<file path="src/rtl/encoder_serial_ntolog_if.sv">
// Handshake bundle for encoder_serial_ntolog: request vector in, index beats out.
// master is the surrounding logic, slave is the encoder itself.
interface encoder_serial_ntolog_if #(
    parameter int N = 4
);
    localparam int W = $clog2(N);

    logic         in_valid;
    logic         in_ready;
    logic [N-1:0] in_vec;
    logic         out_valid;
    logic         out_ready;
    logic [W-1:0] out_idx;
    logic [W-1:0] out_seq;
    logic         out_last;

    modport master (
        output in_valid,
        output in_vec,
        output out_ready,
        input  in_ready,
        input  out_valid,
        input  out_idx,
        input  out_seq,
        input  out_last
    );

    modport slave (
        input  in_valid,
        input  in_vec,
        input  out_ready,
        output in_ready,
        output out_valid,
        output out_idx,
        output out_seq,
        output out_last
    );
endinterface

</file>
<file path="src/rtl/encoder_serial_ntolog.sv">
// Serialises an N-bit request vector into a stream of set-bit indices.
// Define ENC_MSB_FIRST_EN to scan highest index first (default: lowest first).
module encoder_serial_ntolog #(
    parameter int N = 4
) (
    input  logic                     clk,
    input  logic                     rst,
    encoder_serial_ntolog_if.slave   bus,
    output logic                     busy,
    output logic                     drop_pulse
);
    localparam int W = $clog2(N);

    typedef enum logic {
        IDLE,
        EMIT
    } state_t;

    state_t       state;
    state_t       state_nxt;
    logic [N-1:0] pending;
    logic [N-1:0] pending_nxt;
    logic [W-1:0] seq;
    logic [W-1:0] seq_nxt;
    logic [W-1:0] idx;
    logic         one_left;
    logic         drop_nxt;

    // Later loop iterations win, so the loop order sets the priority.
    always_comb begin
        idx = '0;
`ifdef ENC_MSB_FIRST_EN
        for (int i = 0; i < N; i++) begin
            if (pending[i]) idx = W'(i);
        end
`else
        for (int i = N - 1; i >= 0; i--) begin
            if (pending[i]) idx = W'(i);
        end
`endif
    end

    assign one_left = (pending != '0) &&
                      ((pending & (pending - N'(1))) == '0);

    always_comb begin
        state_nxt     = state;
        pending_nxt   = pending;
        seq_nxt       = seq;
        drop_nxt      = 1'b0;
        bus.in_ready  = 1'b0;
        bus.out_valid = 1'b0;
        bus.out_idx   = '0;
        bus.out_seq   = '0;
        bus.out_last  = 1'b0;
        busy          = 1'b0;
        if (!rst) begin
            unique case (state)
                IDLE: begin
                    bus.in_ready = 1'b1;
                    if (bus.in_valid) begin
                        if (bus.in_vec != '0) begin
                            pending_nxt = bus.in_vec;
                            seq_nxt     = '0;
                            state_nxt   = EMIT;
                        end else begin
                            drop_nxt = 1'b1;
                        end
                    end
                end
                EMIT: begin
                    bus.out_valid = 1'b1;
                    busy          = 1'b1;
                    bus.out_idx   = idx;
                    bus.out_seq   = seq;
                    bus.out_last  = one_left;
                    if (bus.out_ready) begin
                        pending_nxt = pending & ~(N'(1) << idx);
                        if (one_left) begin
                            seq_nxt   = '0;
                            state_nxt = IDLE;
                        end else begin
                            seq_nxt = seq + W'(1);
                        end
                    end
                end
                default: state_nxt = IDLE;
            endcase
        end
    end

    always_ff @(posedge clk) begin
        if (rst) begin
            state      <= IDLE;
            pending    <= '0;
            seq        <= '0;
            drop_pulse <= 1'b0;
        end else begin
            state      <= state_nxt;
            pending    <= pending_nxt;
            seq        <= seq_nxt;
            drop_pulse <= drop_nxt;
        end
    end
endmodule

</file>
<file path="src/flat_wrapper.sv">
// flat-port wrapper written by rule: the top's interface ports become plain ports
module encoder_serial_ntolog_flat 
#(
    parameter int N = 4
)
  (clk, rst, busy, drop_pulse, bus_in_valid, bus_in_vec, bus_out_ready, bus_in_ready, bus_out_valid, bus_out_idx, bus_out_seq, bus_out_last);
  encoder_serial_ntolog_if #(.N(N)) bus_i ();
  input  logic clk;
  input  logic rst;
  output logic busy;
  output logic drop_pulse;
  input wire logic [$bits(bus_i.in_valid)-1:0] bus_in_valid;
  input wire logic [$bits(bus_i.in_vec)-1:0] bus_in_vec;
  input wire logic [$bits(bus_i.out_ready)-1:0] bus_out_ready;
  output wire logic [$bits(bus_i.in_ready)-1:0] bus_in_ready;
  output wire logic [$bits(bus_i.out_valid)-1:0] bus_out_valid;
  output wire logic [$bits(bus_i.out_idx)-1:0] bus_out_idx;
  output wire logic [$bits(bus_i.out_seq)-1:0] bus_out_seq;
  output wire logic [$bits(bus_i.out_last)-1:0] bus_out_last;
  assign bus_i.in_valid = bus_in_valid;
  assign bus_i.in_vec = bus_in_vec;
  assign bus_i.out_ready = bus_out_ready;
  assign bus_in_ready = bus_i.in_ready;
  assign bus_out_valid = bus_i.out_valid;
  assign bus_out_idx = bus_i.out_idx;
  assign bus_out_seq = bus_i.out_seq;
  assign bus_out_last = bus_i.out_last;
  encoder_serial_ntolog #(.N(N)) u_core (.clk(clk), .rst(rst), .bus(bus_i), .busy(busy), .drop_pulse(drop_pulse));
endmodule
</file>
<file path="config.mk">
export PLATFORM = sky130hd
export DESIGN_NAME = encoder_serial_ntolog_flat
export DESIGN_NICKNAME = d
export VERILOG_FILES = /design/src/rtl/encoder_serial_ntolog_if.sv /design/src/rtl/encoder_serial_ntolog.sv /design/src/flat_wrapper.sv
export SDC_FILE = /design/constraint.sdc
export NUM_CORES = 1
export LEC_CHECK = 0
export CELL_PAD_IN_SITES_DETAIL_PLACEMENT = 1
export CELL_PAD_IN_SITES_GLOBAL_PLACEMENT = 1
export CORE_MARGIN = 2
export CORE_UTILIZATION = 31
export CTS_CLUSTER_DIAMETER = 40
export CTS_CLUSTER_SIZE = 12
export DETAILED_ROUTE_END_ITERATION = 10
export PLACE_DENSITY = 0.89
export SLEW_MARGIN = 5
export SYNTH_ARGS = -nofsm -noshare
export SYNTH_HDL_FRONTEND = slang
export SYNTH_SLANG_ARGS = --single-unit
</file>
<file path="constraint.sdc">
create_clock -name clk -period 3.3 [get_ports clk]
set_clock_uncertainty 0.15 [all_clocks]
set_input_delay 0.66 -clock clk [delete_from_list [all_inputs] [get_ports clk]]
set_output_delay 0.66 -clock clk [all_outputs]
set_load 0.01 [all_outputs]
</file>
==> impl_results.md, run 1 <==
* Post-cts hold buffer count at 0
* Mapped Nets at 68
* Max rail drop VDD at 0.230 mV
* CORE AREA at between 1000 and 1500 µm²
* Layout net count at between 80 and 90
* FF-to-FF setup slack at 1780 ps
* Clock Latency Late Sink at around 250 ps
* Worst path arrival time at approximately 2100 ps
* First-pass GRT wire length at approximately 2.0 mm
* Max-slew headroom at 0.657
* DP Cell Count at 90
* Post-CTS setup buffers at 0
* All-layer global routing usage at 0.145
* Critical path launch point type: primary input
* Routed len/inst at around 13 µm
* Final std cells w/o fill at 93
* PwrDens at about 380 nW/µm²
* YS warnings at 0
* FF-to-FF path depth at 4
* Worst setup path category: in2out
* Clock sinks at 8
* GRT overflow at 0
* RSZ-0062 raised after global routing: false
* Row count at 14
* Total Neg Setup Slack at 0 ps
* RePlAce Congestion at approximately 0.72
* Worst-Margin Slew at 513 ps
* Hold_sp: u_core.seq[1]
* Synth-to-Final Area Change at 40.1%
* Status: completed
* Die height at 42.9 µm
* Clock buffer depth at 2
* # diodes at 0
* R2R Path End: u_core.state
* Crit. End Element: primary output
* Clock transition at the registers of the reported paths at around 60 ps
* Fmax at about 340 MHz
* H-Tree Depth at 1
* R2r startpoint: u_core.pending[2]
* Drt pass-1 iters at 4
* Period utilization at 0.886
* CP Max Fanout at 4
* Hold Path Stages at 2
* Endpoints failing setup at 0
* Drt drc at 0
* Die X at between 40 and 50 µm
* Seq cells post-synth at 8
* Post_cts resized at 0
* Final Slew Violations at 0
* Mapped Area at 468 µm²
* Number of global-route vias before repair at 472
* Largest net degree at the start of global routing at 9
* Die area at around 1800 µm²
* Routed WL at 1.22 mm
* Slowest stage delay, CP at 520 ps
* Ports at 17
* CTS Buf Count at 3
* Root Driver: clkbuf_4
* Max Cap Viol at 0
* Pleak at approximately 0.25 nW
* Antenna Violating Nets Remaining at 0
* Crit-path most repeated cell: clkdlybuf4s50_1
* Worst path cell trace: clkdlybuf4s50_1 -> or2b_1 -> inv_1 -> and2_1 -> clkdlybuf4s50_1
* Required time of the worst setup path at around 2500 ps
* Min Tclk post-route at around 2900 ps
* Initial antenna violation count at 0
* DR vias at 488
* HPWL after DPL at around 980 µm
* Synthesized instance count at 60
* Layout cell share with drive strength beyond 1 at 0.0909
* Hold Crit Class: reg2reg
* Hold Slack at around 350 ps
* Initial DRC Count at 7
* CTS tree: built
* Final hold vios at 0
* Worst path slowest cell: clkdlybuf4s50_1
* Netlist cell types at 27
* Starting Density at 0.322
* Via density at around 5.2
* Syn_area_per_cell at between 7 and 8 µm²
* Register area share after synthesis at 0.342
* Buffers on Ports at 16
* Hold path endpoint: u_core.seq[1]
synthesized netlist by cell type (all sizes together):
cell type  number  share of area
and2            2          0.027
a311oi          1          0.032
nand3           7          0.075
a21oi           8          0.086
nor2b           2          0.027
a22oi           1          0.016
nand2b          1          0.013
dfxtp           8           0.34
o211ai          1          0.027
nand2           5          0.040
xor2            1          0.019
nor3            1          0.011
nand3b          1          0.016
o2111ai         1          0.019
buf             2          0.040
nor4            1          0.027
clkbuf          1         0.0080
nor3b           1          0.016
inv             3          0.024
or3b            1          0.019
or2b            1          0.016
nor4b           1          0.019
and3            1          0.013
o21ai           2          0.021
nor2            6          0.048
flip-flops by register name, summed over array words and instances (netlist names):
name	flops
u_core.pending	4
u_core.seq	2
u_core.drop_pulse	1
u_core.state	1
per-stage QoR:
step	cell area, µm²	setup slack, ps	total power [mW]	util
finish	656	377	0.247	0.451
global route	656	294	0.260	0.451
CTS	656	363	0.248	0.451
detailed placement	633	361	0.175	0.435
global placement	633	398	0.171	0.435
floorplan	468	1080	0.149	-
layout make-up:
cell class	instances	area (µm²)
sequential	8	160
tap	16	20.0
clock buffer	3	22.5
fill	190	798
timing repair buffer	17	168
inverter	3	11.3
multi-input combinational	46	274
critical path, delay by kind of cell:
| family | cells | cell delay, ps |
|---|---|---|
| buffers and inverters | 3 | 1050 |
| AND/OR/NAND/NOR | 2 | 400 |
power by group:
group / switching [mW] / internal (mW)
clock: 0.0326 / 0.0416
combinational: 0.0314 / 0.0293
sequential: 0.00938 / 0.103
total: 0.0734 / 0.173
how the worst max path moves through the flow:
| stage | startpoint | end | slack (ps) | cells after the start |
|---|---|---|---|---|
| 4_1_cts | rst | bus_out_seq[0] | 360 | 5 |
| 5_1_grt | rst | bus_out_seq[0] | 290 | 5 |
| 3_5_place_dp | rst | bus_out_seq[0] | 360 | 5 |
| 3_3_place_gp | rst | bus_out_seq[0] | 400 | 5 |
| 2_1_floorplan | rst | bus_out_seq[0] | 1080 | 4 |
| 6_report | rst | bus_out_seq[0] | 380 | 5 |
routing by layer:
metal / up-vias / track usage / routed length [µm] / share of wire
met1: 225 / 0.166 / 532 / 0.44
met2: 17 / 0.258 / 630 / 0.52
met4: 0 / 0.0750 / 0 / 0
met3: 0 / 0.0170 / 56 / 0.046
li1: 246 / - / - / -
met5: - / 0 / 0 / 0
logic make-up (layout without fill, tap and decap cells):
logic type	Yosys count	after routing	synth area share
AND/OR/NAND/NOR	31	31	0.366
AO/OA/AOI/OAI	14	14	0.201
XOR/XNOR	1	1	0.0187
flip-flops	8	8	0.342
buffers and inverters	6	23	0.0722
cell usage in the layout (no fill, tap or decap), types with 2 or more instances in the layout:
cell type,Yosys,routed
inv_1,3,3
nor2b_1,2,2
a21oi_1,8,8
nor2_1,6,6
clkdlybuf4s50_1,0,16
nand2_1,5,5
and2_1,2,2
nand3_1,7,7
clkbuf_4,0,3
dfxtp_1,8,8
No activity file was read; power rests on OpenSTA's default activity.
==> inputs of run 2 (changes only) <==
--- a/config.mk
+++ b/config.mk
@@ -7,6 +7,7 @@
 export LEC_CHECK = 0
 export CELL_PAD_IN_SITES_DETAIL_PLACEMENT = 1
 export CELL_PAD_IN_SITES_GLOBAL_PLACEMENT = 1
+export CORE_ASPECT_RATIO = 0.9
 export CORE_MARGIN = 2
 export CORE_UTILIZATION = 31
 export CTS_CLUSTER_DIAMETER = 40
==> run 2 against run 1 <==
Sequential power about the same. Core utilization increased by 0.62 points. Non-clock buffer count did not move. Via count down 0.61%. Flip-flop and latch count is the same. Register-to-register slack gained 50 ps. First-iteration DRC count decreased by 43%.
==> impl_results.md, run 2 (synthesized netlist as in run 1, its figures left out) <==
* Hold Slack at 366 ps (+15.5 ps)
* CTS Buf Count at 3 (unchanged)
* Drt pass-1 iters at 4 (unchanged)
* Crit path from: rst
* Critical path launch point type: primary input
* Fmax at 335 MHz (-2.2%)
* CP Max Fanout at 4 (unchanged)
* FF-to-FF path depth at 4 (unchanged)
* Row count at 13 (-1)
* GRT met1 Usage at 0.190 (+0.0234)
* Buffers on Ports at 16 (unchanged)
* Top reg by flops: u_core.pending
* Initial antenna violation count at 0 (unchanged)
* Hold_sp: u_core.seq[1]
* Slowest stage delay, CP at 530 ps (about the same)
* Largest net degree at the start of global routing at 9 (unchanged)
* Required time of the worst setup path at 2490 ps (about the same)
* Worst path arrival time at 2180 ps (+70 ps)
* R2r startpoint: u_core.pending[2]
* HPWL after DPL at 961 µm (-2.3%)
* Worst path slowest cell: clkdlybuf4s50_1
* RePlAce Congestion at 0.729 (+0.77%)
* All-layer global routing usage at 0.148 (+0.00366)
* Crit. End Element: primary output
* Final hold vios at 0 (unchanged)
* DR vias at 485 (-0.61%)
* Via density at 5.27 (+0.47%)
* Sequential Power Share at 0.451 (-0.002)
* Max rail drop VDD at 0.180 mV (-22%)
* Part of the power in combinational logic at 0.242 (-0.004)
* Global routing usage on met3 at 0.0264 (+0.00941)
* Worst-Margin Slew at 432 ps (-81.1 ps)
* CTS tree: built
* Worst path cell trace: clkdlybuf4s50_1 -> or2b_1 -> inv_1 -> and2_1 -> clkdlybuf4s50_1
* Final WS setup at 312 ps (-65.0 ps)
* Total Neg Setup Slack at 0 ps (unchanged)
* Most frequent cells in the layout: 16 x clkdlybuf4s50_1, 8 x a21oi_1, 8 x dfxtp_1
* Endpoints failing setup at 0 (unchanged)
* PwrDens at 380 nW/µm² (+0.84%)
* Max-slew headroom at 0.712 (+0.0542)
* Internal power at 174 µW (about the same)
* Clock sinks at 8 (unchanged)
* Routed WL at 1.26 mm (+3.7%)
* Root Driver: clkbuf_4
* Grt met2 use at 0.214 (-0.0433)
* Die X at 45.0 µm (+4.9%)
* Crit-path most repeated cell: clkdlybuf4s50_1
* Die height at 40.9 µm (-4.6%)
* Antenna Violating Nets Remaining at 0 (unchanged)
* Power, Total at 248 µW (+0.64%)
* Routed len/inst at 13.7 µm (+4.8%)
* DP Cell Count at 89 (-1.1%)
* Min Tclk post-route at 2990 ps (+65.0 ps)
* CORE AREA at 1430 µm² (-1.5%)
* Post-cts hold buffer count at 0 (unchanged)
* Number of global-route vias before repair at 424 (-10%)
* Layout cell share with drive strength beyond 1 at 0.0909 (unchanged)
* Clk network pwr share at 0.307 (+0.006)
* Max reg flops at 4 (unchanged)
* Hold Crit Class: reg2reg
* GRT overflow at 0 (unchanged)
* Clock transition at the registers of the reported paths at 60 ps (about the same)
* Status: completed
* Drt drc at 0 (unchanged)
* Pleak at 0.253 nW (unchanged)
* Layout net count at 87 (unchanged)
* Clock buffer depth at 2 (unchanged)
* Switch Pwr at 74.8 µW (+2.0%)
* Final std cells w/o fill at 92 (-1.1%)
* Post-CTS setup buffers at 0 (unchanged)
* Initial DRC Count at 4 (-3)
* Period utilization at 0.905 (+0.0197)
* Die area at 1840 µm² (about the same)
* # diodes at 0 (unchanged)
* Pre-CTS WS at 312 ps (-49.2 ps)
* RSZ-0062 raised after global routing: false
* Ports at 17 (unchanged)
* Largest regs: u_core.pending: 4 flops, u_core.seq: 2 flops
* Most common cell after layout, fill and taps aside: clkdlybuf4s50_1
* Final Slew Violations at 0 (unchanged)
* Post_cts resized at 0 (unchanged)
* Grt peak-use layer: met2
* Worst setup path category: in2out
* Max Cap Viol at 0 (unchanged)
* Starting Density at 0.327 (+0.00506)
* First-pass GRT wire length at 1.85 mm (-8.2%)
* Clock Latency Late Sink at 260 ps (about the same)
* H-Tree Depth at 1 (unchanged)
* Hold Path Stages at 2 (unchanged)
* Synth-to-Final Area Change at 39.8%
* Switching share of power at 0.301 (+0.00396)
run 2: cell counts in the layout (fill, tap and decap cells not counted):
No cell type changed its count.
run 2: final cells by class:
type	count	area (µm²)
Clock buffer	3	22.5
Multi-Input combinational cell	46	274
Inverter	3	11.3
Timing Repair Buffer	17	168
Fill cell	190	777
Tap cell	15	18.8
Sequential cell	8	160
run 2: critical path: cells and delay by family:
family,cells,cell delay (ps)
and+or+nand+nor,2,440
buffers and inverters,3,1080
run 2: per-layer routing:
| layer | vias up | part of all wire | wire, µm |
|---|---|---|---|
| met5 | - | 0 | 0 |
| met2 | 14 | 0.45 | 563 |
| met1 | 223 | 0.50 | 631 |
| met4 | 0 | 0.021 | 27 |
| met3 | 2 | 0.033 | 42 |
| li1 | 246 | - | - |
run 2: power by group through the flow:
stage / combinational [mW] / sequential (mW) / clock, mW
final: 0.0602 / 0.112 / 0.0762
after global placement: 0.0584 / 0.114 / 0
after detailed placement: 0.0597 / 0.114 / 0
after floorplan: 0.0374 / 0.111 / 0
after global routing: 0.0663 / 0.113 / 0.0847
after CTS: 0.0602 / 0.112 / 0.0813
run 2: per-stage QoR:
| stage | utilization | cell area, µm² |
|---|---|---|
| after global routing | 0.457 | 654 |
| after global placement | 0.441 | 632 |
| after detailed placement | 0.441 | 632 |
| after CTS | 0.457 | 654 |
| after floorplan | - | 468 |
| final | 0.457 | 654 |
run 2: worst paths after layout:
path | to | slack, ps
setup / recovery | bus_out_seq[1] | 310
hold / removal | u_core.seq[1] | 370
setup reg to reg | u_core.state | 1830
hold reg to reg | u_core.seq[1] | 370
==> RTL edit 1 (config.mk and constraints of run 1) <==
Reset style: asynchronous (`rst`), changed in one clocked block.
--- a/src/rtl/encoder_serial_ntolog.sv
+++ b/src/rtl/encoder_serial_ntolog.sv
@@ -91,3 +91,3 @@
 
-    always_ff @(posedge clk) begin
+    always_ff @(posedge clk or posedge rst) begin
         if (rst) begin
Formal check against the unedited RTL: differs if rst is asserted again (counterexample within 4 cycles, from zero or initial values and one cycle with rst high); with rst held inactive, the same outputs for 10 cycles.
==> RTL edit 1 against run 1 <==
Routed wire length rose by 14%; hold slack improved by 0.0031 ns; area after synthesis is 15% higher; first-iteration DRC count unchanged; cell area increased by 11%; sequential cell count is the same; count of clock-buffer cells in the layout unchanged; setup slack lost 0.19 ns; largest cell class unchanged.
Power is not compared: it rests on default switching activity, and its combinational part moved more than twofold at a synthesized area within 25%.
==> RTL edit 1: results (changes against run 1) <==
result of the run completed (unchanged); grt met3 use 3.571% (was 1.702%); fraction of area in registers 27.54% (was 24.43%); post-CTS setup buffers 0 (unchanged); Routed WL per cell 14.99 microns (was 13.11 microns); htree depth 1 (unchanged); Finished Layout Cells 93 (unchanged); final instance area 726.9 sq um (was 655.6 sq um); CP max FO 6 (was 4); Routed met1 length 620 microns (was 532 microns); post-CTS sizing 0 (unchanged); Nets 86 (was 87); drt via density 5.344 (was 5.247); first-pass GRT wire length 2277 microns (was 2014 microns); clk_lat worst skew between 0.2 and 0.3 ns; core area 0.001670 sq mm (was 0.001454 sq mm); grt met2 use 25.92% (was 25.76%); inverters 4 (was 3); max layer used met4 (was met3); Slew HR 70.04% (was 65.74%); met2 WL 725 microns (was 630 microns); largest net degree at the start of global routing 13 (was 9); synth warn 0 (unchanged); DP HPWL 1141 microns (was 983.1 microns); Tot Pwr between 500 and 600 uW; # fillers 202 (was 190); peak supply drop 0.2729 mV; share of post-route cells with drive strength above 1 13.16% (was 9.091%); Synth area leaders dfrtp_1 (37%), nor4b_2 (8.4%), nor2_1 (4.9%) (was dfxtp_1 (34%), a21oi_1 (8.6%), nand3_1 (7.5%)); CTS max path bufs 2 (unchanged); Post-Place Worst Slack 0.1824 ns (was 0.3614 ns); Multi-input gate area 292.8 sq um (was 274.0 sq um); number of signal-net buffers in the layout 18 (was 17); post-place instance area 704.4 sq um (was 633.1 sq um); ys async rst share 100.0% (was 0%); NonClk Buf Share 24.10% (was 25.57%); most instantiated cells after synthesis dfrtp_1 (8), nor2_1 (7), nand2_1 (6), inv_1 (4) (was a21oi_1 (8), dfxtp_1 (8), nand3_1 (7), nor2_1 (6), nand2_1 (5)); metal3 WL 37 microns (was 56 microns); Cells after Synth 59 (was 60); routability cong. 0.7717 (was 0.7233); vias in the first global route 497 (was 472); Netlist cell types 25 (was 27); max incr delay on CP 0.56 ns (was 0.52 ns); Clock Network Area Fraction 3.098% (was 3.435%); leak pwr 0.0003003 uW; multi-input gates 43 (was 46); Seq/Total Area, Yosys 37.30% (was 34.22%); Critical Path AT 2.30 ns (was 2.11 ns); Syn Nets 67 (was 68); grt met1 use 19.66% (was 16.62%); total track usage 15.85% (was 14.47%)
==> RTL edit 1: path summary, 6_finish.rpt <==
check	start	endpoint	slack, ns	cells after the start
min in group asynchronous	rst	u_core.seq[0]$_DFFE_PP0P_	0.62	3
worst max-delay path	rst	bus_out_idx[1]	0.19	7
worst max register to register	u_core.state$_DFFE_PP0N_	u_core.pending[2]$_DFFE_PP0P_	1.57	4
worst min register to register	u_core.seq[0]$_DFFE_PP0P_	u_core.seq[0]$_DFFE_PP0P_	0.35	1
max in group asynchronous	rst	u_core.pending[2]$_DFFE_PP0P_	2.24	3
worst min-delay path	u_core.seq[0]$_DFFE_PP0P_	u_core.seq[0]$_DFFE_PP0P_	0.35	1
==> RTL edit 1: cells by family after synthesis <==
logic type / after synthesis / share of synthesized area [%]
XOR/XNOR: 1 / 1.632
buffers and inverters: 8 / 8.158
AO/OA/AOI/OAI: 11 / 17.01
multiplexers: 2 / 3.730
flip-flops: 8 / 37.30
AND/OR/NAND/NOR: 29 / 32.17
==> RTL edit 2 (settings of run 1) <==
Without the edit above. `N` is set to 4 in 3 places; all go to 16.
--- a/src/rtl/encoder_serial_ntolog_if.sv
+++ b/src/rtl/encoder_serial_ntolog_if.sv
@@ -3,3 +3,3 @@
 interface encoder_serial_ntolog_if #(
-    parameter int N = 4
+    parameter int N = 16
 );
--- a/src/rtl/encoder_serial_ntolog.sv
+++ b/src/rtl/encoder_serial_ntolog.sv
@@ -3,3 +3,3 @@
 module encoder_serial_ntolog #(
-    parameter int N = 4
+    parameter int N = 16
 ) (
--- a/src/flat_wrapper.sv
+++ b/src/flat_wrapper.sv
@@ -3,3 +3,3 @@
 #(
-    parameter int N = 4
+    parameter int N = 16
 )
Interface: changed (resized bus_in_vec, bus_out_idx and bus_out_seq); port bits go from 17 to 33. No check against the original RTL was run, so the function may have changed too.
==> RTL edit 2 against run 1 <==
Cell area grew to 3.4 times the old value; hold slack gained 0.020 ns; setup slack lost 0.24 ns; combinational power grew to 6.0 times the old value; global-route usage grew 4.6 points; critical path type is now flop to primary output; utilization shrank 4.5 points; sequential power grew to 2.9 times the old value; register-to-register slack lost 0.69 ns; highest routed layer is now met4; power grew to 3.8 times the old value; sequential cell count grew 14; non-clock buffer count grew 26; routed wire length grew to 4.6 times the old value; sequential share of layout area shrank 4.4 points; area after synthesis grew to 3.7 times the old value.
==> RTL edit 2: results (changes against run 1) <==
leak pwr 0.0008506 uW (was 0.0002528 uW); Netlist cell types 51 (was 27); total track usage 19.07% (was 14.47%); reg2reg end u_core.pending[13]$_SDFFE_PP0P_ (was u_core.state$_SDFF_PP0_); Setup crit start u_core.pending[6]$_SDFFE_PP0P_ (was rst); vias in the first global route 1785 (was 472); result of the run completed (unchanged); largest net degree at the start of global routing 27 (was 9); Reg power frac 34.3% (was 45.3%); Worst R2R Start u_core.pending[14]$_SDFFE_PP0P_ (was u_core.pending[2]$_SDFFE_PP0P_); Port Buffers 32 (was 16); Worst R2R Setup Slack 1.09 ns (was 1.78 ns); CP max FO 6 (was 4); Post-Place Worst Slack 0.1947 ns (was 0.3614 ns); first-pass GRT wire length 9335 microns (was 2014 microns); Comb group 365 uW (was 60.7 uW); Hold EP u_core.seq[3]$_SDFFE_PP0P_ (was u_core.seq[1]$_SDFFE_PP0P_); Adder-Cell Fraction of Synth Area 1.861% (was 0%); most instantiated cells after synthesis dfxtp_1 (22), nor2_1 (19), mux2i_1 (15), a311oi_1 (14), o21ai_0 (14) (was a21oi_1 (8), dfxtp_1 (8), nand3_1 (7), nor2_1 (6), nand2_1 (5)); R2R depth 6 (was 4); Fin Hold WS 0.3695 ns (was 0.3500 ns); final worst slack 0.1386 ns (was 0.3775 ns); Hold Path Origin u_core.seq[3]$_SDFFE_PP0P_ (was u_core.seq[1]$_SDFFE_PP0P_); Worst Tran Pin Value 0.6849 ns (was 0.5127 ns); DP HPWL 4072 microns (was 983.1 microns); biggest regs u_core.pending: 16 flops, u_core.seq: 4 flops (was u_core.pending: 4 flops, u_core.seq: 2 flops); post-place instance area 0.002079 sq mm (was 633.1 sq um); router iterations before antenna repair 7 (was 4); share of post-route cells with drive strength above 1 16.96% (was 9.091%); routability cong. 0.8612 (was 0.7233); vias 1740 (was 488); Worst setup endpoint bus_out_idx[3] (was bus_out_seq[0]); Clock transition at path regs 0.09 ns (was 0.06 ns); drt via density 5.762 (was 5.247); switching share of total power 36.06% (was 29.72%); # fillers 656 (was 190); mux cell area share after synthesis 8.590% (was 0%); Initial DRC Count 136 (was 7); peak supply drop 0.1681 mV (was 0.2298 mV); Synth area leaders dfxtp_1 (25%), mux2i_1 (8.6%), a311oi_1 (7.0%) (was dfxtp_1 (34%), a21oi_1 (8.6%), nand3_1 (7.5%)); Syn Nets 220 (was 68)
==> RTL edit 2: per-layer routing <==
metal | global-route usage, % | part of all wire [%] | vias to the layer above
li1 | - | - | 828
met4 | 4.138 | 0.41 | 0
met2 | 35.51 | 52 | 39
met5 | 0 | 0 | -
met1 | 23.71 | 44 | 871
met3 | 1.705 | 3.3 | 2
==> RTL edit 2: cell type report <==
cell class | count | area [sq um] | share of cell area (%)
timing repair buffer | 43 | 430.4 | 19.37
sequential | 22 | 445.4 | 20.05
tap | 72 | 90.09 | 4.054
multi-input combinational | 155 | 1162 | 52.31
clock buffer | 3 | 41.29 | 1.858
clock inverter | 1 | 30.03 | 1.351
inverter | 6 | 22.52 | 1.014
==> RTL edit 2: timing repair <==
| action | CTS | global route |
|---|---|---|
| resized for setup | 7 | 3 |
| buffers inserted | 4 | 1 |
| endpoints found under the setup margin | 1 | 2 |
| pin swaps | 3 | 2 |
